===== config.mk =====
export PLATFORM = sky130hd
export DESIGN_NAME = soc_apb_timer_ctrl
export DESIGN_NICKNAME = d
export VERILOG_FILES = /design/src/rtl/soc_apb_timer_ctrl.sv
export SDC_FILE = /design/constraint.sdc
export NUM_CORES = 1
export LEC_CHECK = 0
export CORE_UTILIZATION = 41
export CTS_CLUSTER_SIZE = 25
export DETAILED_ROUTE_END_ITERATION = 10
export GPL_ROUTABILITY_DRIVEN = 1
export PLACE_DENSITY = 0.7
export SLEW_MARGIN = 20
export SYNTH_ARGS = -nofsm -noshare
export SYNTH_HDL_FRONTEND = slang
export SYNTH_SLANG_ARGS = --single-unit

===== constraint.sdc =====
create_clock -name clk_i -period 3.9 [get_ports clk_i]
set_input_delay 0.78 -clock clk_i [delete_from_list [all_inputs] [get_ports clk_i]]
set_output_delay 0.78 -clock clk_i [all_outputs]
set_load 0.05 [all_outputs]

===== src/rtl/soc_apb_timer_ctrl.sv =====
// rtl/soc_apb_timer_ctrl.sv - sequencer for one timer counter channel
//
// Purpose:
//   Turns the channel configuration and the start/stop/clear command pulses
//   into the reset_count/enable_count strobes for the counter datapath.
//   Provides a prescaler, one-shot or auto-reload operation, and a registered
//   single-cycle match interrupt.
//
// Ports:
//   clk_i, rst_ni        clock, asynchronous active-low reset
//   cfg_enable_i         channel enable level; low forces IDLE
//   cfg_oneshot_i        1: stop after the first match, 0: auto-reload
//   cfg_presc_en_i       1: tick every (cfg_presc_val_i+1) cycles, 0: every cycle
//   cfg_presc_val_i      prescaler terminal value
//   start_i, stop_i,
//   clear_i              single-cycle command pulses
//   target_reached_i     counter == compare flag from the datapath
//   reset_count_o        synchronous counter clear this cycle
//   enable_count_o       counter increment this cycle
//   irq_o                match interrupt, one-cycle registered pulse
//   busy_o               channel is in RUN

module soc_apb_timer_ctrl #(
  parameter int PRESC_W = 8
) (
  input  logic               clk_i,
  input  logic               rst_ni,
  input  logic               cfg_enable_i,
  input  logic               cfg_oneshot_i,
  input  logic               cfg_presc_en_i,
  input  logic [PRESC_W-1:0] cfg_presc_val_i,
  input  logic               start_i,
  input  logic               stop_i,
  input  logic               clear_i,
  input  logic               target_reached_i,
  output logic               reset_count_o,
  output logic               enable_count_o,
  output logic               irq_o,
  output logic               busy_o
);

  localparam logic [1:0] ST_IDLE = 2'd0;
  localparam logic [1:0] ST_RUN  = 2'd1;
  localparam logic [1:0] ST_DONE = 2'd2;

  logic [1:0]         state_q, state_d;
  logic [PRESC_W-1:0] presc_cnt_q, presc_cnt_d;
  logic               tr_seen_q;
  logic               irq_q;

  logic in_run;
  logic start_ok;
  logic clear_ok;
  logic tick;
  logic reload;
  logic match;

  assign in_run   = (state_q == ST_RUN);

  // A start is ignored whenever a higher-priority command shares its cycle.
  assign start_ok = cfg_enable_i & start_i & ~clear_i & ~stop_i;
  assign clear_ok = cfg_enable_i & clear_i;

  assign tick     = in_run & (~cfg_presc_en_i | (presc_cnt_q == cfg_presc_val_i));
  assign reload   = in_run & ~cfg_oneshot_i & tick & target_reached_i;

  assign reset_count_o  = start_ok | clear_ok | reload;
  assign enable_count_o = tick & ~reset_count_o;

  // Only the first cycle of target_reached_i counts as a match, so a counter
  // parked at compare between prescaler ticks raises a single interrupt.
  assign match = in_run & target_reached_i & ~tr_seen_q;

  always_comb begin
    state_d = state_q;
    if (!cfg_enable_i) begin
      state_d = ST_IDLE;
    end else if (stop_i && in_run) begin
      state_d = ST_IDLE;
    end else if (start_ok) begin
      state_d = ST_RUN;
    end else if (in_run && match && cfg_oneshot_i && !clear_i) begin
      state_d = ST_DONE;
    end else if (state_q != ST_IDLE && state_q != ST_RUN && state_q != ST_DONE) begin
      state_d = ST_IDLE;
    end
  end

  // The prescaler only advances while the channel stays in RUN undisturbed;
  // every other path (tick wrap, clear, restart, leaving RUN) zeroes it.
  always_comb begin
    presc_cnt_d = '0;
    if (in_run && (state_d == ST_RUN) && !clear_i && !start_ok && !tick) begin
      presc_cnt_d = presc_cnt_q + PRESC_W'(1);
    end
  end

  always_ff @(posedge clk_i or negedge rst_ni) begin
    if (!rst_ni) begin
      state_q     <= ST_IDLE;
      presc_cnt_q <= '0;
      tr_seen_q   <= 1'b0;
      irq_q       <= 1'b0;
    end else begin
      state_q     <= state_d;
      presc_cnt_q <= presc_cnt_d;
      tr_seen_q   <= target_reached_i & ~reset_count_o;
      irq_q       <= match;
    end
  end

  assign irq_o  = irq_q;
  assign busy_o = in_run;

endmodule


==> impl_results.md, run 1 <==
- Status: finished, final reports clean
- Port bufs: 20
- Cell Area, Placed: 910 sq um
- Die ar.: 1860 sq um
- Post-CTS Setup Bufs: 0
- Period utilization: a little over 80%
- Congestion Overflow GR: 0
- Site Rows: 14
- Max Slew Vio Count: 0
- MaxCap Viol Count: 0
- Worst-path maximum fanout: 3
- Hold Path Class: flop to flop
- Fin cells: 108
- Power Total: 0.239 mW
- Sw frac: between 20% and 30%
- Final nets: 112
- Hpwl dp: 1130 um
- Yosys cell types: 25
- Max-slew headroom: 65.3%
- Largest area contributor in the netlist: dfrtp_1
- Worst-path clk slew: 0.07 ns
- Height of the chip: 43.2 um
- Routed vias/inst: between 5 and 6
- Fraction of layout cells with a size suffix above 1: 9.78%
- CP endpoint kind: primary output
- DR WL met3: 82 um
- CP Launch Type: primary input
- Core ar.: 1540 sq um
- Fin area: 932 sq um
- Logic pwr share: roughly 17%
- Clock skew: 0.00847 ns
- Cells after synthesis: 69
- Post-CTS sizing: 0
- Area growth syn-to-layout: 34.2%
- Crit path time final: 3.20 ns
- Final ANT Viol Nets: 0
- Pin count of the biggest net entering global routing: 13
- Fmax: around 310 MHz
- Total wire length: 1420 um
- Root Buffer: clkbuf_4
- TritonCTS clock tree: yes
- Setup TNS: 0 ns
- CTS buffer count: 3
- Max clock buf depth: 2
- Top-Level Pins: 21
- Avg Inst Size Synth: 10.1 sq um
- GPL Wtd Cong: 0.806
- Flop pwr share: 53.0%
- Initial antenna violation count: 0
- Placed Cells incl. Taps: 105
- Worst Path Required: 3.12 ns
- Wirelength per Cell: 13.1 um
- Ys flop type: dfrtp_1
- Clock Sinks: 12
- WHS: between 0.4 and 0.5 ns
- First-pass GRT wire length: 2380 um
- Async S/R FF share, synth: 100%
- Endpoints failing hold: 0
- Initial core utilization: 45.0%
- Die span in x: 43.2 um
- Vias in the first global route: around 590
- Mapped Nets: 87
- Worst VDD drop: 0.000230 V
- Yosys warns: 0
- Int Pwr: 0.183 mW
- Worst skew pair latency: 0.27 ns
- Max H-tree Level: 1
- Post-route DRC: 0
- CP Class: primary input to primary output
- Flops & latches, synth: 12
- Vias: 565
- Uppermost routed layer: met4
- GRT Overall Usage: 18.0%
- Met2 WL: roughly 670 um
- Met1 WL: 649 um
- Final setup vio count: 0
- Mapped cell area: approximately 690 sq um
- Initial DRT Pass Iterations: 4
- CP arrival: 2.42 ns
- EDFF count, synth: 0
- Post-synthesis sequential area ratio: 43.2%
- Share of the synthesized area in the top cell type: around 43%
- Sw power: 0.0553 mW
- Count of hold-fix buffers inserted at cts: 0
- # diodes: 0
- Tightest Pin Transition: 0.519 ns
- Top cells by area, synth: dfrtp_1 (43%), xor2_1 (16%), nor2_1 (4.9%)
- Starting DRT DRC Count: 8
- Leakage: 0.411 nW
- Clock network power share: 29.7%
- RSZ-0062 raised after global routing: false
- Count leader, synth: xor2_1
- Power Dens Cells: 256 nW/um^2
- Top post-synthesis cells by count: xor2_1 (13), dfrtp_1 (12), nor2_1 (9)
-- metal layers --
layer | track usage (%) | vias to the layer above
met5 | 0 | -
met4 | 6.67 | 0
met1 | 22.7 | 258
met2 | 26.9 | 16
met3 | 8.09 | 4
li1 | - | 287
-- metrics by stage --
| step | utilization [%] | setup WS, ns |
|---|---|---|
| floorplan | - | 0.539 |
| CTS | 60.5 | 0.696 |
| finish | 60.5 | 0.702 |
| detailed placement | 59.0 | 0.697 |
| global placement | 59.0 | 0.760 |
| global route | 60.5 | 0.663 |
-- cells in the final DEF (no fill, tap or decap), drive strengths merged, types with 2 or more instances in the layout --
cell type      synthesis  routed
and3                   2       2
nor4                   2       2
dfrtp                 12      12
nand2                  3       3
nor2                   9       9
nor2b                  3       3
nand2b                 2       2
xor2                  13      13
inv                    2       2
clkdlybuf4s50          0      18
nand3                  6       6
buf                    0       2
clkbuf                 0       3
-- flip-flops by register name, summed over array words and instances, names as in the netlist --
name,flops
presc_cnt_q,8
tr_seen_q,1
state_q,2
irq_o,1
-- power groups by stage --
stage	clock network, mW	logic (mW)	registers [mW]
after floorplan	0	0.0155	0.129
after global placement	0	0.0408	0.129
after detailed placement	0	0.0416	0.129
after CTS	0.0744	0.0417	0.126
after global routing	0.0822	0.0444	0.127
final	0.0709	0.0411	0.126
-- logic make-up after synthesis --
group	Yosys count	synth area share, %
AO/OA/AOI/OAI	7	8.11
XOR/XNOR	14	17.7
adder cells (fa/ha/maj)	1	1.80
buffers and inverters	2	1.08
flip-flops	12	43.2
AND/OR/NAND/NOR	33	28.1
-- critical path: stages --
cell,delay (ns)
clkdlybuf4s50_1,0.43
xor2_1,0.18
nor4_2,0.33
a21oi_1,0.16
o31ai_1,0.29
buf_4,0.25
-- layout make-up --
class | count | area [sq um]
Clock buffer | 3 | 22.5
Fill cell | 149 | 609
Inverter | 2 | 7.51
Multi-Input combinational cell | 55 | 387
Sequential cell | 12 | 300
Tap cell | 16 | 20.0
Timing Repair Buffer | 20 | 195
-- worst paths after layout --
path                               startpoint             to  slack, ns  cells after the start
setup / recovery           cfg_presc_val_i[3]  reset_count_o       0.70                      6
hold / removal                      tr_seen_q          irq_o       0.45                      1
setup reg to reg               presc_cnt_q[5]      tr_seen_q       2.36                      4
hold reg to reg                     tr_seen_q          irq_o       0.45                      1
max in group asynchronous              rst_ni     state_q[1]       2.69                      1
min in group asynchronous              rst_ni      tr_seen_q       0.85                      1
Note: power is estimated with default switching activity, not from simulation.
==> run 2, diff against run 1 <==
Settings changed: CORE_UTILIZATION 41 to 40, PLACE_DENSITY 0.7 to 0.72.
Clock period 3.9 ns to 2.9 ns, I/O delays scaled along.
==> run 2 against run 1 <==
  * The flow now finishes with violations (design-rule violations)
  * Clock skew shrank 0.0045 ns
  * Setup slack worse by 0.54 ns
  * Final area is 3.2% higher
  * Critical endpoint unchanged
  * Largest power group unchanged
==> impl_results.md, run 2 (synthesis gave the netlist of run 1 again) <==
- Worst-path clk slew: 0.07 ns (about the same)
- CP Class: primary input to primary output
- Initial antenna violation count: 0 (unchanged)
- Final setup vio count: 0 (unchanged)
- Failing checks: design-rule violations
- Worst Slack Setup Final: 0.165 ns (-0.537 ns)
- Most frequent cells in the layout: clkdlybuf4s50_1 (18), xor2_1 (13), dfrtp_1 (12)
- Filler cells: 140 (-6.0%)
- Status: finished with violations
- Placed Cells incl. Taps: 105 (unchanged)
- GPL Wtd Cong: 0.826 (+2.5%)
- Total wire length: 1410 um (-0.35%)
- Clock Sinks: 12 (unchanged)
- Pin count of the biggest net entering global routing: 13 (unchanged)
- Area of the multi-input gates: 392 sq um (+1.3%)
- Tightest Pin Transition: 0.521 ns (+0.00190 ns)
- Seq. cell area: 300 sq um (unchanged)
- R2R Path End: tr_seen_q
- Root Buffer: clkbuf_4
- Largest registers: presc_cnt_q x8, state_q x2
- Hpwl dp: 1170 um (+3.6%)
- TritonCTS clock tree: yes
- MaxCap Viol Count: 0 (unchanged)
- Clock skew: 0.00397 ns (-0.00450 ns)
- Leakage: 0.419 nW (+1.9%)
- Height of the chip: 43.7 um (+1.2%)
- Fraction of layout cells with a size suffix above 1: 10.9% (+1.1 points)
- Worst VDD drop: 0.000243 V (+5.4%)
- RSZ-0062 raised after global routing: false
- Top-Level Pins: 21 (unchanged)
- Die span in x: 43.7 um (+1.2%)
- Initial DRT Pass Iterations: 7 (+3)
- Final ANT Viol Nets: 0 (unchanged)
- Max clock buf depth: 2 (unchanged)
- Max Slew Vio Count: 0 (unchanged)
- Crit path time final: 2.74 ns
- Initial core utilization: 44.5% (-0.51 points)
- Site Rows: 14 (unchanged)
- Count of hold-fix buffers inserted at cts: 0 (unchanged)
- Min-delay src: tr_seen_q
- Period utilization: 94.3%
- Final nets: 112 (unchanged)
- Routed vias/inst: 5.36 (+2.5%)
- Vias: 579 (+2.5%)
- Setup TNS: 0 ns (unchanged)
- Power Dens Cells: 336 nW/um^2 (+31%)
- Congestion Overflow GR: 0 (unchanged)
- Max H-tree Level: 1 (unchanged)
- Worst Path Required: 2.32 ns (-0.80 ns)
- Fmax: between 300 and 400 MHz
- Launch point of the worst reg-to-reg path: presc_cnt_q[6]
- Pre-CTS setup slack: 0.0824 ns (-0.615 ns)
- # diodes: 0 (unchanged)
- CTS buffer count: 3 (unchanged)
- Max-slew headroom: 65.1% (-0.13 points)
- Wirelength per Cell: 13.1 um (-0.35%)
- Register-to-Register Path Depth: 4 (unchanged)
- Hold Path Class: flop to flop
- Biggest register: presc_cnt_q
- Hold worst-path end: irq_o
- Largest register FFs: 8 (unchanged)
- Worst-path maximum fanout: 3 (unchanged)
- Post-CTS Setup Bufs: 0 (unchanged)
- Post-route DRC: 1 (+1)
- GRT Overall Usage: 16.7% (-1.3 points)
- Hold depth: 1 (unchanged)
- Die ar.: 1910 sq um (+2.4%)
- Port bufs: 20 (unchanged)
- Most common cell after layout, fill and taps aside: clkdlybuf4s50_1
- First-pass GRT wire length: 2290 um (-3.8%)
- CP endpoint kind: primary output
- Flop2flop setup slack: 1.34 ns (-1.02 ns)
- CP Launch Type: primary input
- Starting DRT DRC Count: 8 (unchanged)
- Endpoints failing hold: 0 (unchanged)
- Area growth syn-to-layout: 38.6%
- Final Core Density: 61.7% (+1.2 points)
- Fin cells: 108 (unchanged)
- Core ar.: 1560 sq um (+1.1%)
- CP arrival: 2.16 ns (-0.26 ns)
- Vias in the first global route: 551 (-6.1%)
- Worst skew pair latency: 0.26 ns (about the same)
==> run 2: cell types whose count changed in the layout (fill, tap and decap cells not counted) <==
cell,before,now
buf_12,0,2
buf_4,2,0
o31ai_1,1,0
o31ai_2,0,1
==> run 2: critical path: stages <==
cell,delay [ns]
clkdlybuf4s50_1,0.41
xor2_1,0.15
nor4_2,0.35
a21oi_1,0.17
o31ai_2,0.30
buf_12,0.18
==> run 2: worst max path at each step <==
stage | end | startpoint
floorplan | reset_count_o | cfg_presc_val_i[3]
global placement | reset_count_o | cfg_presc_val_i[5]
detailed placement | reset_count_o | cfg_presc_val_i[5]
CTS | reset_count_o | cfg_presc_val_i[5]
global route | reset_count_o | cfg_presc_val_i[0]
finish | reset_count_o | cfg_presc_val_i[6]
==> run 2: per-stage QoR <==
stage          total power [mW]  hold slack, ns  cell area (sq um)
3_5_place_dp              0.233           0.445                940
5_1_grt                   0.344           0.476                962
2_1_floorplan             0.196           0.284                699
4_1_cts                   0.330           0.454                962
6_report                  0.323           0.450                962
3_3_place_gp              0.232           0.438                940
==> run 2: repair_timing <==
item	in CTS	in global routing
hold endpoints to repair	0	0
gates resized for setup	0	0
setup endpoints to repair	0	1
==> run 2: layer usage <==
layer	GRT usage, %	routed length (um)
met5	0	0
met4	3.75	0
met3	6.25	76
met2	27.8	725
met1	20.4	612
==> run 2: power by group <==
| group | leakage (nW) | total (mW) | switching (mW) | internal (mW) |
|---|---|---|---|---|
| Sequential | 0.166 | 0.170 | 0.00102 | 0.169 |
| Clock | 0.0138 | 0.0931 | 0.0453 | 0.0478 |
| Combinational | 0.239 | 0.0596 | 0.0271 | 0.0325 |
| Total | 0.419 | 0.323 | 0.0735 | 0.249 |
==> run 2: cell type report <==
class                      instances  area share (%)
multi-input combinational         55            40.7
inverter                           2           0.780
sequential                        12            31.2
tap                               16            2.08
timing repair buffer              20            22.9
clock buffer                       3            2.34
